`src/rtl/ili9341_pixel_streamer.sv`:
```
// ili9341_pixel_streamer
// Buffers RGB565 pixels written by the CPU and streams them to the ILI9341 parallel driver
// over a level handshake (pix_clk / reset_cursor requests against lcd_busy). Counts delivered
// pixels per frame, pulses frame_done at wrap and homes the cursor on frame_start.
//
// Ports:
//   clk_16MHz, reset        clock, synchronous active-high reset
//   wr_en, wr_data          pixel push into the FIFO
//   fifo_full, fifo_level   FIFO occupancy
//   overflow, clr_overflow  sticky drop flag (write while full) and its clear
//   frame_start             request a cursor home and counter restart
//   frame_done              1-cycle pulse when the pixel counter wraps
//   active                  transfer in flight, data queued, or home pending
//   pix_data, pix_clk       pixel and request level to the driver
//   reset_cursor            cursor-home request level to the driver
//   lcd_busy                driver busy
//
// Optional feature, enabled by defining ILI9341_STREAMER_FILL_EN:
//   fill_start, fill_color  stream FRAME_PIXELS copies of fill_color after a home sequence

module ili9341_pixel_streamer #(
  parameter int unsigned FIFO_DEPTH   = 16,
  parameter int unsigned FRAME_PIXELS = 76800
) (
  input  logic                        clk_16MHz,
  input  logic                        reset,
  input  logic                        wr_en,
  input  logic [15:0]                 wr_data,
  output logic                        fifo_full,
  output logic [$clog2(FIFO_DEPTH):0] fifo_level,
  output logic                        overflow,
  input  logic                        clr_overflow,
  input  logic                        frame_start,
  output logic                        frame_done,
  output logic                        active,
  output logic [15:0]                 pix_data,
  output logic                        pix_clk,
  output logic                        reset_cursor,
`ifdef ILI9341_STREAMER_FILL_EN
  input  logic                        fill_start,
  input  logic [15:0]                 fill_color,
`endif
  input  logic                        lcd_busy
);

  localparam int unsigned AW = $clog2(FIFO_DEPTH);
  localparam int unsigned CW = $clog2(FRAME_PIXELS);
  localparam logic [AW:0]   FullLevel = (AW+1)'(FIFO_DEPTH);
  localparam logic [CW-1:0] LastPix   = CW'(FRAME_PIXELS - 1);

  typedef enum logic [2:0] {StIdle, StPixReq, StPixHold, StHomeReq, StHomeHold} state_e;

  state_e        state_q, state_d;
  logic [15:0]   mem_q [FIFO_DEPTH];
  logic [AW-1:0] wr_ptr_q, rd_ptr_q;
  logic [AW:0]   level_q;
  logic          overflow_q, overflow_d;
  logic          home_pending_q, home_pending_d;
  logic [CW-1:0] cnt_q, cnt_d;
  logic [15:0]   pix_data_q, pix_data_d;
  logic          frame_done_q, frame_done_d;
  logic          push, pop, fifo_empty;
  logic          fill_q;
  logic [15:0]   fill_pix;

`ifdef ILI9341_STREAMER_FILL_EN
  logic          fill_d;
  logic [15:0]   fill_color_q, fill_color_d;
  assign fill_pix = fill_color_q;
`else
  assign fill_q   = 1'b0;
  assign fill_pix = 16'h0000;
`endif

  assign fifo_full  = (level_q == FullLevel);
  assign fifo_empty = (level_q == '0);
  assign push       = wr_en && !fifo_full;

  always_comb begin
    state_d        = state_q;
    pix_data_d     = pix_data_q;
    cnt_d          = cnt_q;
    frame_done_d   = 1'b0;
    home_pending_d = home_pending_q;
    pop            = 1'b0;
`ifdef ILI9341_STREAMER_FILL_EN
    fill_d         = fill_q;
    fill_color_d   = fill_color_q;
`endif
    unique case (state_q)
      StIdle: begin
`ifdef ILI9341_STREAMER_FILL_EN
        // A fill always starts from a homed cursor, so it just queues a home first.
        if (fill_start && !fill_q) begin
          fill_d         = 1'b1;
          fill_color_d   = fill_color;
          home_pending_d = 1'b1;
        end else
`endif
        if (home_pending_q && !lcd_busy) begin
          state_d = StHomeReq;
        end else if (fill_q && !lcd_busy) begin
          pix_data_d = fill_pix;
          state_d    = StPixReq;
        end else if (!fifo_empty && !lcd_busy) begin
          pix_data_d = mem_q[rd_ptr_q];
          state_d    = StPixReq;
        end
      end
      StPixReq: begin
        if (lcd_busy) state_d = StPixHold;
      end
      StPixHold: begin
        if (!lcd_busy) begin
          pop = !fill_q;
          if (cnt_q == LastPix) begin
            cnt_d        = '0;
            frame_done_d = 1'b1;
`ifdef ILI9341_STREAMER_FILL_EN
            fill_d       = 1'b0;
`endif
          end else begin
            cnt_d = cnt_q + 1'b1;
          end
          state_d = StIdle;
        end
      end
      StHomeReq: begin
        if (lcd_busy) state_d = StHomeHold;
      end
      StHomeHold: begin
        if (!lcd_busy) begin
          home_pending_d = 1'b0;
          cnt_d          = '0;
          state_d        = StIdle;
        end
      end
      default: state_d = StIdle;
    endcase
    // A new request outranks the clear of the one just served.
    if (frame_start) home_pending_d = 1'b1;
    // Set wins over clear.
    if (wr_en && fifo_full)  overflow_d = 1'b1;
    else if (clr_overflow)   overflow_d = 1'b0;
    else                     overflow_d = overflow_q;
  end

  always_ff @(posedge clk_16MHz) begin
    if (reset) begin
      state_q        <= StIdle;
      wr_ptr_q       <= '0;
      rd_ptr_q       <= '0;
      level_q        <= '0;
      overflow_q     <= 1'b0;
      home_pending_q <= 1'b0;
      cnt_q          <= '0;
      pix_data_q     <= '0;
      frame_done_q   <= 1'b0;
    end else begin
      state_q        <= state_d;
      overflow_q     <= overflow_d;
      home_pending_q <= home_pending_d;
      cnt_q          <= cnt_d;
      pix_data_q     <= pix_data_d;
      frame_done_q   <= frame_done_d;
      if (push) wr_ptr_q <= wr_ptr_q + 1'b1;
      if (pop)  rd_ptr_q <= rd_ptr_q + 1'b1;
      case ({push, pop})
        2'b10:   level_q <= level_q + 1'b1;
        2'b01:   level_q <= level_q - 1'b1;
        default: level_q <= level_q;
      endcase
    end
  end

`ifdef ILI9341_STREAMER_FILL_EN
  always_ff @(posedge clk_16MHz) begin
    if (reset) begin
      fill_q       <= 1'b0;
      fill_color_q <= '0;
    end else begin
      fill_q       <= fill_d;
      fill_color_q <= fill_color_d;
    end
  end
`endif

  // Storage needs no reset; occupancy is tracked by the pointers and level.
  always_ff @(posedge clk_16MHz) begin
    if (push) mem_q[wr_ptr_q] <= wr_data;
  end

  // Requests are decoded from the registered state, so they are glitch-free levels.
  assign pix_clk      = (state_q == StPixReq);
  assign reset_cursor = (state_q == StHomeReq);
  assign pix_data     = pix_data_q;
  assign frame_done   = frame_done_q;
  assign overflow     = overflow_q;
  assign fifo_level   = level_q;
  assign active       = (state_q != StIdle) || !fifo_empty || home_pending_q || fill_q;

endmodule

```
`config.mk`:
```
export PLATFORM = sky130hd
export DESIGN_NAME = ili9341_pixel_streamer
export DESIGN_NICKNAME = d
export VERILOG_FILES = /design/src/rtl/ili9341_pixel_streamer.sv
export SDC_FILE = /design/constraint.sdc
export NUM_CORES = 1
export LEC_CHECK = 0
export BUFFER_PORTS_ARGS = -buffer_cell sky130_fd_sc_hd__buf_2
export CAP_MARGIN = 20
export CELL_PAD_IN_SITES_DETAIL_PLACEMENT = 1
export CELL_PAD_IN_SITES_GLOBAL_PLACEMENT = 2
export CORE_MARGIN = 4
export CORE_UTILIZATION = 46
export DETAILED_ROUTE_END_ITERATION = 10
export HOLD_SLACK_MARGIN = 0.15
export PLACE_DENSITY_LB_ADDON = 0.1
export SYNTH_ARGS = -nofsm -noshare
export SYNTH_HDL_FRONTEND = slang
export SYNTH_SLANG_ARGS = --single-unit
export TNS_END_PERCENT = 1
```
`constraint.sdc`:
```
create_clock -name clk_16MHz -period 3.3 [get_ports clk_16MHz]
set_input_delay 0.66 -clock clk_16MHz [delete_from_list [all_inputs] [get_ports clk_16MHz]]
set_output_delay 0.66 -clock clk_16MHz [all_outputs]
set_load 0.03 [all_outputs]
```
# ---- Word-level counts from Yosys, hierarchy flattened
# Memories as Yosys holds them, arrays and structs flattened. A register that Yosys moved wholly into a read port is not among the register bits.
# Index checks and enable logic that the tools add are counted.
dict set report classes {
  addsub 5
  reduce_logical 22
  n_mux 21
  n_mul 0
  magnitude_cmp 0
  shift 0
  n_div 0
  bitwise_logic 2
  eq_ne 15
}
# cell count
set op_table {}
lappend op_table {{2-to-1 mux 17 bit} 3}
lappend op_table {{one-hot mux 17 bit (2 select lines)} 1}
lappend op_table {{adder 17 x 1 -> 17 bit (second input constant)} 1}
lappend op_table {{== test 17 bit (second input constant)} 1}
lappend op_table {{2-to-1 mux 3 bit} 5}
lappend op_table {{one-hot mux 3 bit (4 select lines)} 1}
lappend op_table {{2-to-1 mux 1 bit} 10}
lappend op_table {{one-hot mux 5 bit (2 select lines)} 1}
lappend op_table {{adder 4 x 1 -> 4 bit (second input constant)} 2}
lappend op_table {{!= test 2 bit (second input constant)} 4}
lappend op_table {{nonzero test 2 bit} 4}
lappend op_table {{== test 3 x 2 -> 1 bit (second input constant)} 2}
lappend op_table {{AND reduction 3 bit} 2}
lappend op_table {{adder 5 x 1 -> 5 bit (second input constant)} 1}
lappend op_table {{== test 5 bit (second input constant)} 1}
lappend op_table {{zero test 5 bit} 1}
lappend op_table {{subtractor 5 x 1 -> 5 bit (second input constant)} 1}
lappend op_table {{logical AND 1 bit} 4}
lappend op_table {{!= test 2 x 1 -> 1 bit (second input constant)} 2}
lappend op_table {{AND reduction 4 bit} 1}
lappend op_table {{== test 3 x 1 -> 1 bit (second input constant)} 1}
lappend op_table {{== test 3 bit (second input constant)} 1}
lappend op_table {{zero test 1 bit} 3}
lappend op_table {{zero test 3 bit} 1}
lappend op_table {{other kinds (9)} 11}
dict set report totals {
  mem_count 1
  mem_bits_ro 0
  mem_bits_rw 256
  reg_bits 36
  word_cells 74
  latch_bits 0
  input_bits 22
}
# name depth word_bits rd rd_ports_with_merged_regs write_ports line_no
set memory_table {}
lappend memory_table {mem_q 16 16 1 1 1 54} ;# logic [15:0] mem_q [FIFO_DEPTH];

# ---- Longest topological paths before layout
# Gate-level depths: netlist of the first run.
dict set report depth {
  word_depth 6
  depth_mapped 13
  mapped_depth_nobuf 11
}

# ---- Worst setup path after synthesis of the first run
# No wires, ideal clock.
dict set report synth_timing {
  path_kind {input -> register}
  startpoint {input lcd_busy}
  endpoint {register level_q[4] (netlist: fifo_level[4])}
  arrival_ps 2982
  path_stages 12
  setup_ps 121
  n_path_buf 2
  setup_slack_ps 197
  path_cell_list {or4b_4 > buf_6 > inv_1 > ha_1 > clkbuf_1 > xor2_1 > ha_1 > a21o_1 > nand2_1 > a21o_1 > a31oi_1 > mux2_2}
}
dict set report synth_via {
  elab_chain_len 4
  elab_cells_between_ends 6
}
# element line_no
set synth_rtl {}
lappend synth_rtl {{start: declaration} 43} ;# input logic lcd_busy
lappend synth_rtl {{2-to-1 mux 1 bit *} 114} ;# if (!lcd_busy) begin
lappend synth_rtl {{2-to-1 mux 1 bit *} 90} ;# unique case (state_q)
lappend synth_rtl {{net pop} 62} ;# logic push, pop, fifo_empty;
lappend synth_rtl {{== test 2 x 1 -> 1 bit or == test 2 bit (tied branches)} 168} ;# case ({push, pop})
lappend synth_rtl {{one-hot mux 5 bit (2 select lines) or nonzero test 2 bit (tied branches)} n/a}
lappend synth_rtl {{end signal: assignment} 169} ;# 2'b10: level_q <= level_q + 1'b1;
lappend synth_rtl {{end signal: assignment} 170} ;# 2'b01: level_q <= level_q - 1'b1;
lappend synth_rtl {{end signal: assignment} 171} ;# default: level_q <= level_q;
lappend synth_rtl {{end: declaration} 56} ;# logic [AW:0] level_q;
# Mark *: on every way through the listed nets, which the timed path passes. The rest lies on a longest branch.
# A chain may end at the register's enable or synchronous reset.

# ---- Worst setup path after layout of the first run
dict set report layout_timing {
  startpoint {register level_q[1] (netlist: fifo_level[1])}
  endpoint {output active}
}
dict set report layout_via {
  elab_chain_len 4
}
# element line_no
set layout_rtl {}
lappend layout_rtl {{zero test 5 bit} 76} ;# assign fifo_empty = (level_q == '0);
lappend layout_rtl {{zero test 1 bit} 200} ;# assign active = (state_q != StIdle) || !fifo_empty || home_pending_q || fill_q;
lappend layout_rtl {{logical OR 1 bit (2 in series)} 200}
lappend layout_rtl {{end: declaration} 35} ;# output logic active,
# No other way between the ends.

==> results of run 1 <==
-- power groups by stage --
| stage | Clock (W) | Combinational [W] | Sequential [W] |
|---|---|---|---|
| after detailed placement | 0 | 0.000564 | 0.00443 |
| after global routing | 0.00372 | 0.000612 | 0.00436 |
| final | 0.00342 | 0.000556 | 0.00435 |
| after global placement | 0 | 0.000544 | 0.00443 |
| after CTS | 0.00351 | 0.000567 | 0.00435 |
| after floorplan | 0 | 0.000355 | 0.00446 |
-- cells by family after synthesis --
family	count (synthesis)
buffers and inverters	60
adder cells (fa/ha/maj)	9
AO/OA/AOI/OAI	128
XOR/XNOR	15
AND/OR/NAND/NOR	169
multiplexers	100
flip-flops	308
-- per-layer routing --
metal,GRT usage [%],share of wire [%]
met5,0,0
met1,26.53,44
met4,4.553,1.9
met3,3.023,3.9
met2,33.42,50
-- cell type report --
cell class	count	area, um^2	area share (%)
tap	372	465.4	3.211
timing repair buffer	94	623.1	4.298
sequential	308	8732	60.24
clock inverter	17	106.4	0.7336
clock buffer	44	898.4	6.197
inverter	13	48.80	0.3366
multi-input combinational	421	3622	24.99
-- placed cells by master, fill, tap and decap left out, types with 8 or more instances in the layout --
master	instances
dfxtp_1	51
ha_1	9
xnor2_1	8
o21ai_0	15
a221oi_2	8
nand2_1	34
mux4_2	17
buf_2	48
edfxtp_1	256
clkbuf_1	9
nor3_1	13
nand3_1	15
o21ai_1	8
buf_4	43
inv_1	13
mux4_1	15
nor2_1	30
a31oi_1	9
clkbuf_16	34
a221oi_1	24
nand2b_1	14
a21oi_1	34
mux2i_1	67
-- state kept, by name, summed over array words and instances, names as in the netlist --
signal,cells
frame_done,1
state_q,3
pix_data,16
wr_ptr_q,4
rd_ptr_q,4
mem_q,256
cnt_q,17
overflow,1
home_pending_q,1
fifo_level,5
-- critical path, stage by stage, from the launching register on --
cell and delay [ns]:
dfxtp_1 0.41, nor4_4 0.35, nand2b_1 0.14, or4b_2 0.62
buf_2 0.20
-- worst max path at each step --
stage / from / endpoint / cells past startpoint
finish: fifo_level[1] / active / 4
global route: fifo_level[1] / active / 4
CTS: fifo_level[1] / active / 4
detailed placement: lcd_busy / fifo_level[4] / 11
global placement: lcd_busy / fifo_level[4] / 11
floorplan: lcd_busy / fifo_level[4] / 12
-- metrics by stage --
step	worst slack [ns]	cells	total power [W]
final	0.4070	1269	0.008331
after global routing	0.3044	1269	0.008687
after CTS	0.3734	1269	0.008432
after detailed placement	0.3718	1208	0.004999
after global placement	0.4098	1208	0.004972
after floorplan	0.1971	789	0.004818
==> flow_summary.json, run 1 <==
{
  "hp-start": "frame_start",
  "grt_pass1_wl_mm": 45.95,
  "switching_power_w": 0.001891,
  "synth_ff_type": "edfxtp_1",
  "p_sw_share_pct": 22.70,
  "root_buffer": "clkbuf_16",
  "synth-seq-area-share_pct": 68.61,
  "end_kind": "output port",
  "drtIter0Drc": 548,
  "clock_sinks": 308,
  "worstPathArrival_ns": 2.23,
  "antenna_found_initial": 0,
  "yosysTopAreaCell": "edfxtp_1",
  "vias": 7129,
  "rsz0062_at_grt": "no",
  "num_io_pins": 49,
  "yosys.cell_count.top_type": "edfxtp_1",
  "worstRegToRegCells": 12,
  "setup_tns_ns": 0,
  "synth_mux_area_share_pct": 11.47,
  "cts_hold_buf": 0,
  "synth_edf_count": 256,
  "fin_skew_ns": 0.01128,
  "finalCritPeriodShare_pct": 87.67,
  "grt_use_total_pct": 19.53,
  "antenna_cells": 0,
  "overflow": 0,
  "hold_end": "home_pending_q",
  "dp_hpwl_mm": 19.22,
  "p_int_w": 0.006440,
  "power_frac_clock_pct": 41.1,
  "synth_top_family_by_area": "multiplexers",
  "grt_pass1_vias": 7631,
  "core_area_um2": 27100,
  "synthCells": 789,
  "yosysTopAreaCellShare_pct": 60.42,
  "synthAdderAreaFrac_pct": 0.8851,
  "gp_congestion": 0.7832,
  "drc": 0,
  "ant_nets": 0,
  "grt_max_degree": 38,
  "drv_slew": 0,
  "reg2reg_setup_slack_ns": 0.65,
  "holdPathStages": 3,
  "seq_power_share_pct": 52.3,
  "cp-start-kind": "register",
  "postLayoutCellArea_um2": 14500,
  "r2r-end": "fifo_level[4]",
  "final_core_util_pct": 53.49,
  "worstSetupPathType": "register to output port",
  "io_buffers": 48,
  "wl_mm": 29.35,
  "die_h_um": 174.3,
  "maxCapViolCount": 0,
  "syn_to_final_growth_pct": 13.95,
  "nNetsFinal": 903,
  "cp_data_required_time_ns": 2.64,
  "cts.path.max_buffers": 3,
  "die_w_um": 174.3,
  "ys_ff_latch": 308,
  "period_needed_ns": 2.893,
  "h-tree-depth": 2,
  "rows": 60,
  "synth_commonest_cells": "edfxtp_1 (256), mux2i_1 (67), dfxtp_1 (52)",
  "synthArstFlopShare_pct": 0,
  "place_area_um2": 13490,
  "post_cts_resized": 0,
  "tightest_slew_ns": 1.089,
  "syn_area_per_cell_um2": 16.12,
  "synth_fp_nets": 820,
  "synth-simple-area-share_pct": 7.307,
  "post_drt_wl_per_cell_um": 23.13,
  "hold_slack_ns": 0.3895,
  "insertion_delay_ns": 0.51,
  "cp_max_fo": 9,
  "max_freq_mhz": 345.7,
  "cts_tree": "done",
  "drt-pass1-iter-count": 4,
  "synth_xor_area_share_pct": 1.033,
  "synth-compound-area-share_pct": 7.524,
  "r2r_start": "fifo_level[1]",
  "p_leak_nw": 4.864,
  "cts_setup_buffers": 0,
  "synth.area.top_cells": "edfxtp_1 (60%), dfxtp_1 (8.2%), mux2i_1 (5.3%)",
  "slew_headroom_pct": 27.05,
  "outcome": "completed",
  "numCtsBuffers": 34,
  "clkSlewWorstSetupHoldPaths_ns": 0.06,
  "die_area_um2": 30380,
  "setup_viol_count_final": 0,
  "floorplan.initialDensity_pct": 46.94,
  "hold_path_class": "input pin to register",
  "synthesis.area_um2": 12720,
  "ys.warnings.count": 0,
  "layout-drive-gt1-share_pct": 21.63,
  "synth.distinct_cells": 61,
  "viasPerCell": 5.618,
  "combPwrFrac_pct": 6.7,
  "fillCellCount": 2544,
  "power_density_nw_per_um2": 574.7,
  "hold_viol": 0,
  "peakVddDrop_uv": 482.0
}
Note: power is estimated with default switching activity, not from simulation.
==> inputs of run 2 (changes only) <==
CORE_ASPECT_RATIO = 0.5   (was default)
==> flow_summary.json, run 2 (synthesized netlist as in run 1, its figures left out) <==
{
  "num_io_pins": 49,
  "nNetsFinal": 898,
  "rsz0062_at_grt": "no",
  "drt-pass1-iter-count": 5,
  "worstPathArrival_ns": 2.32,
  "gp_congestion": 0.7710,
  "vias": 7170,
  "r2r_start": "state_q[2]",
  "final_cell_mix": "edfxtp_1 (256), mux2i_1 (67), dfxtp_1 (50), buf_2 (48), buf_4 (40)",
  "syn_to_final_growth_pct": 14.16,
  "cts_tree": "done",
  "reg2reg_setup_slack_ns": 0.68,
  "cp_top_family": "simple AND/OR/NAND/NOR gates",
  "root_buffer": "clkbuf_16",
  "crit_slowest_cell": "or4b_2",
  "tightest_slew_ns": 0.8171,
  "grt_max_degree": 37,
  "grt_pass1_vias": 7476,
  "antenna_found_initial": 0,
  "clkSlewWorstSetupHoldPaths_ns": 0.07,
  "final_cells": 1242,
  "hold_path_class": "input pin to register",
  "grt_use_total_pct": 20.36,
  "ant_nets": 0,
  "post_cts_resized": 0,
  "drtIter0Drc": 490,
  "hold_viol": 0,
  "period_needed_ns": 2.981,
  "max_freq_mhz": 335.4,
  "final_common_cell": "edfxtp_1",
  "outcome": "completed",
  "fin_skew_ns": 0.01297,
  "maxCapViolCount": 0,
  "path_cells": "nor4_4 > nand2b_1 > or4b_2 > buf_2",
  "hold_end": "home_pending_q",
  "hp-start": "frame_start",
  "end_kind": "output port",
  "cp_num_buf_inv": 1,
  "cp_max_fo": 9,
  "insertion_delay_ns": 0.55,
  "r2r-end": "fifo_level[4]",
  "cp-start-kind": "register",
  "cts_hold_buf": 0,
  "core_area_um2": 26800,
  "regMostFlops": "mem_q",
  "layout-drive-gt1-share_pct": 22.72,
  "dp.cells": 1189,
  "p_leak_nw": 4.866,
  "slew_headroom_pct": 45.42,
  "numCtsBuffers": 28,
  "cpPeakStageDelay_ns": 0.63,
  "h-tree-depth": 1,
  "final_core_util_pct": 54.19,
  "worstSetupPathType": "register to output port",
  "cts.path.max_buffers": 3,
  "power_density_nw_per_um2": 574.5,
  "viasPerCell": 5.773,
  "finalCritPeriodShare_pct": 90.34,
  "post_drt_wl_per_cell_um": 24.73,
  "grt_pass1_wl_mm": 47.20,
  "clock_sinks": 308,
  "overflow": 0,
  "io_buffers": 48,
  "die_w_um": 243.2,
  "die_area_um2": 30540,
  "peakVddDrop_uv": 426.9,
  "floorplan.initialDensity_pct": 47.47,
  "die_h_um": 125.6,
  "worstRegToRegCells": 10,
  "dp_hpwl_mm": 19.72,
  "drv_slew": 0,
  "rows": 42,
  "cts_setup_buffers": 0,
  "setup_tns_ns": 0,
  "wl_mm": 30.71,
  "holdPathStages": 3,
  "largest_reg_flops": 256,
  "setup_viol_count_final": 0,
  "drc": 0,
  "cp_data_required_time_ns": 2.64
}
==> run 2: worst max path at each step <==
| stage | startpoint | end | slack, ns | cells past startpoint |
|---|---|---|---|---|
| floorplan | lcd_busy | fifo_level[4] | 0.20 | 12 |
| global placement | lcd_busy | fifo_level[4] | 0.43 | 11 |
| detailed placement | lcd_busy | fifo_level[4] | 0.41 | 11 |
| CTS | fifo_level[1] | active | 0.27 | 4 |
| global route | fifo_level[1] | active | 0.19 | 4 |
| finish | fifo_level[1] | active | 0.32 | 4 |
==> run 2: cell type report <==
type	count	area (um^2)
Timing Repair Buffer	95	680.7
Multi-Input combinational cell	421	3645
Inverter	13	48.80
Sequential cell	308	8733
Tap cell	352	440.4
Fill cell	2516	12280
Clock inverter	16	212.7
Clock buffer	36	760.7
Antenna cell	1	2.502
==> run 2: where the power goes <==
| part | leakage [nW] | internal [W] | switching, W |
|---|---|---|---|
| Sequential | 2.74 | 0.00429 | 0.0000645 |
| Combinational | 1.66 | 0.000218 | 0.000365 |
| Clock | 0.472 | 0.00196 | 0.00145 |
| Total | 4.87 | 0.00646 | 0.00188 |
==> run 2: stage by stage <==
| stage | hold WS, ns | setup slack (ns) | total power, W | area (um^2) |
|---|---|---|---|---|
| finish | 0.3456 | 0.3188 | 0.008343 | 14520 |
| global route | 0.3372 | 0.1921 | 0.008689 | 14520 |
| CTS | 0.3199 | 0.2740 | 0.008437 | 14520 |
| detailed placement | 0.4654 | 0.4139 | 0.005024 | 13550 |
| global placement | 0.4600 | 0.4274 | 0.005006 | 13550 |
| floorplan | 0.4608 | 0.1971 | 0.004818 | 12720 |
==> run 2: layer usage <==
metal  vias to the layer above  GRT usage [%]  part of all wire [%]
li1                       3285              -                     -
met5                         -              0                     0
met1                      3711          29.24                    47
met3                        32          4.536                   5.2
met2                       142          32.99                    47
met4                         0          2.949                   1.3
==> run 2: tightest hold or removal path: stages <==
cell and delay, ns:
buf_2 0.09, inv_1 0.04, a21oi_1 0.05
==> inputs of run 3 (changes only) <==
CORE_UTILIZATION = 42   (was 46)
PLACE_DENSITY = 0.85   (was default)
PLACE_DENSITY_LB_ADDON = default   (was 0.1)
clock period = 2.7 ns   (was 3.3 ns; I/O delays follow)
==> flow_summary.json, run 3 (synthesized netlist as in run 1, its figures left out) <==
{
  "period_needed_ns": 2.553,
  "io_buffers": 48,
  "top_usage_layer": "met2",
  "h-tree-depth": 1,
  "max_freq_mhz": 391.7,
  "grt_pass1_vias": 7830,
  "cp_max_fo": 9,
  "power_density_nw_per_um2": 684.6,
  "nNetsFinal": 908,
  "antenna_cells": 0,
  "post_drt_wl_per_cell_um": 23.55,
  "crit_slowest_cell": "or4b_4",
  "path_cells": "nor4_4 > nand2b_1 > or4b_4 > buf_6",
  "vias": 7289,
  "seq_power_share_pct": 53.3,
  "die_area_um2": 33310,
  "worstSetupPathType": "register to output port",
  "cts_tree": "done",
  "final_core_util_pct": 49.48,
  "syn_to_final_growth_pct": 14.33,
  "end_kind": "output port",
  "slew_headroom_pct": 56.82,
  "cp-start-kind": "register",
  "dp_hpwl_mm": 19.19,
  "grtUsageMet3_pct": 2.977,
  "grt_use_met1_pct": 25.55,
  "cpPeakStageDelay_ns": 0.50,
  "core_area_um2": 29400,
  "setup_viol_count_final": 0,
  "fin_skew_ns": 0.04303,
  "power_frac_clock_pct": 38.8,
  "cp_top_family": "simple AND/OR/NAND/NOR gates",
  "clock_sinks": 308,
  "grt_util_met2_pct": 32.06,
  "die_h_um": 131.1,
  "p_int_w": 0.007668,
  "gp_congestion": 0.7540,
  "viasPerCell": 5.650,
  "worstRegToRegCells": 12,
  "antenna_found_initial": 0,
  "cts.path.max_buffers": 3,
  "outcome": "completed",
  "regMostFlops": "mem_q",
  "reg2reg_setup_slack_ns": 0.17,
  "worstPathArrival_ns": 2.01,
  "grt_pass1_wl_mm": 47.16,
  "fillCellCount": 2849,
  "drc": 0,
  "hold_path_class": "input pin to register",
  "grt_max_degree": 36,
  "clkSlewWorstSetupHoldPaths_ns": 0.07,
  "rows": 44,
  "finalCritPeriodShare_pct": 94.56,
  "overflow": 0,
  "combPwrFrac_pct": 7.9,
  "ant_nets": 0,
  "num_io_pins": 49,
  "drt-pass1-iter-count": 4,
  "final_cell_mix": "edfxtp_1 (256), mux2i_1 (67), buf_4 (53), dfxtp_1 (49), buf_2 (47)",
  "crit_cells": 4,
  "floorplan.initialDensity_pct": 43.28,
  "hold_viol": 0,
  "cp_num_buf_inv": 1,
  "p_leak_nw": 4.860,
  "switching_power_w": 0.002290,
  "grt_use_total_pct": 18.56,
  "die_w_um": 254.1,
  "holdPathStages": 3,
  "peakVddDrop_uv": 422.3,
  "insertion_delay_ns": 0.58,
  "setup_tns_ns": 0,
  "tightest_slew_ns": 0.6470,
  "drtIter0Drc": 566,
  "maxCapViolCount": 0,
  "rsz0062_at_grt": "yes",
  "cts_hold_buf": 0,
  "numCtsBuffers": 28,
  "cp_data_required_time_ns": 2.16,
  "layout-drive-gt1-share_pct": 23.36,
  "final_common_cell": "edfxtp_1",
  "root_buffer": "clkbuf_16",
  "wl_mm": 30.38,
  "largest_reg_flops": 256,
  "drv_slew": 0,
  "p_sw_share_pct": 22.99
}
[run 3: cell count changes in the layout (fill, tap and decap cells not counted), sizes merged]
| cell | before | now |
|---|---|---|
| diode | 1 | 0 |
| clkinvlp | 1 | 2 |
| clkbuf | 36 | 34 |
| bufinv | 4 | 2 |
| buf | 95 | 105 |
| clkinv | 11 | 14 |
[run 3: worst reg2reg max path, delay by kind of cell (launching register included)]
| kind | cells | cell delay [ns] |
|---|---|---|
| AOI/OAI and AO/OA | 4 | 0.50 |
| xor gates and xnor gates | 1 | 0.17 |
| and+or+nand+nor | 2 | 0.37 |
| buffers and inverters | 2 | 0.24 |
| muxes | 1 | 0.35 |
| adders and majority gates | 2 | 0.41 |
| DFF | 1 | 0.38 |
[run 3: cell type report]
class                      instances  area, um^2  area share [%]
sequential                       308        8740           60.09
multi-input combinational        421        3654           25.12
timing repair buffer             105       724.4           4.981
clock buffer                      34       723.2           4.972
tap                              391       489.2           3.363
clock inverter                    18       163.9           1.127
inverter                          13       51.30          0.3527
[run 3: repair_timing]
item	in CTS	in global routing
gates resized for setup	5	4
setup endpoints to repair	1	3
buffers inserted	7	0
pin swaps	1	1
[run 3: metal layers]
layer  part of all wire [%]  wire [um]
met1                     45      13600
met2                     49      14820
met3                    4.8       1448
met4                    1.7        505
met5                      0          0
[run 3: worst paths after layout]
check                     start              to
hold reg to reg     pix_data[6]     pix_data[6]
hold / removal      frame_start  home_pending_q
setup / recovery  fifo_level[1]          active
setup reg to reg  fifo_level[1]   fifo_level[4]
[run 3: stage by stage]
step                      instance area [um^2]  power [W]  hold slack, ns  cells  worst slack [ns]
after detailed placement                 13590   0.006138          0.4680   1231          -0.06563
after CTS                                14540    0.01003          0.1974   1290          0.003292
after floorplan                          12740   0.005890          0.4608    789          -0.07724
after global routing                     14550    0.01034          0.2265   1290          -0.01099
after global placement                   13590   0.006103          0.4533   1231          -0.02088
final                                    14550   0.009957          0.2281   1290            0.1469
[run 3: power groups by stage]
stage               clock [W]  sequential, W  combinational, W
finish                0.00387        0.00531          0.000784
global route          0.00418        0.00531          0.000851
CTS                   0.00395        0.00530          0.000782
detailed placement          0        0.00541          0.000730
global placement            0        0.00540          0.000703
floorplan                   0        0.00545          0.000435
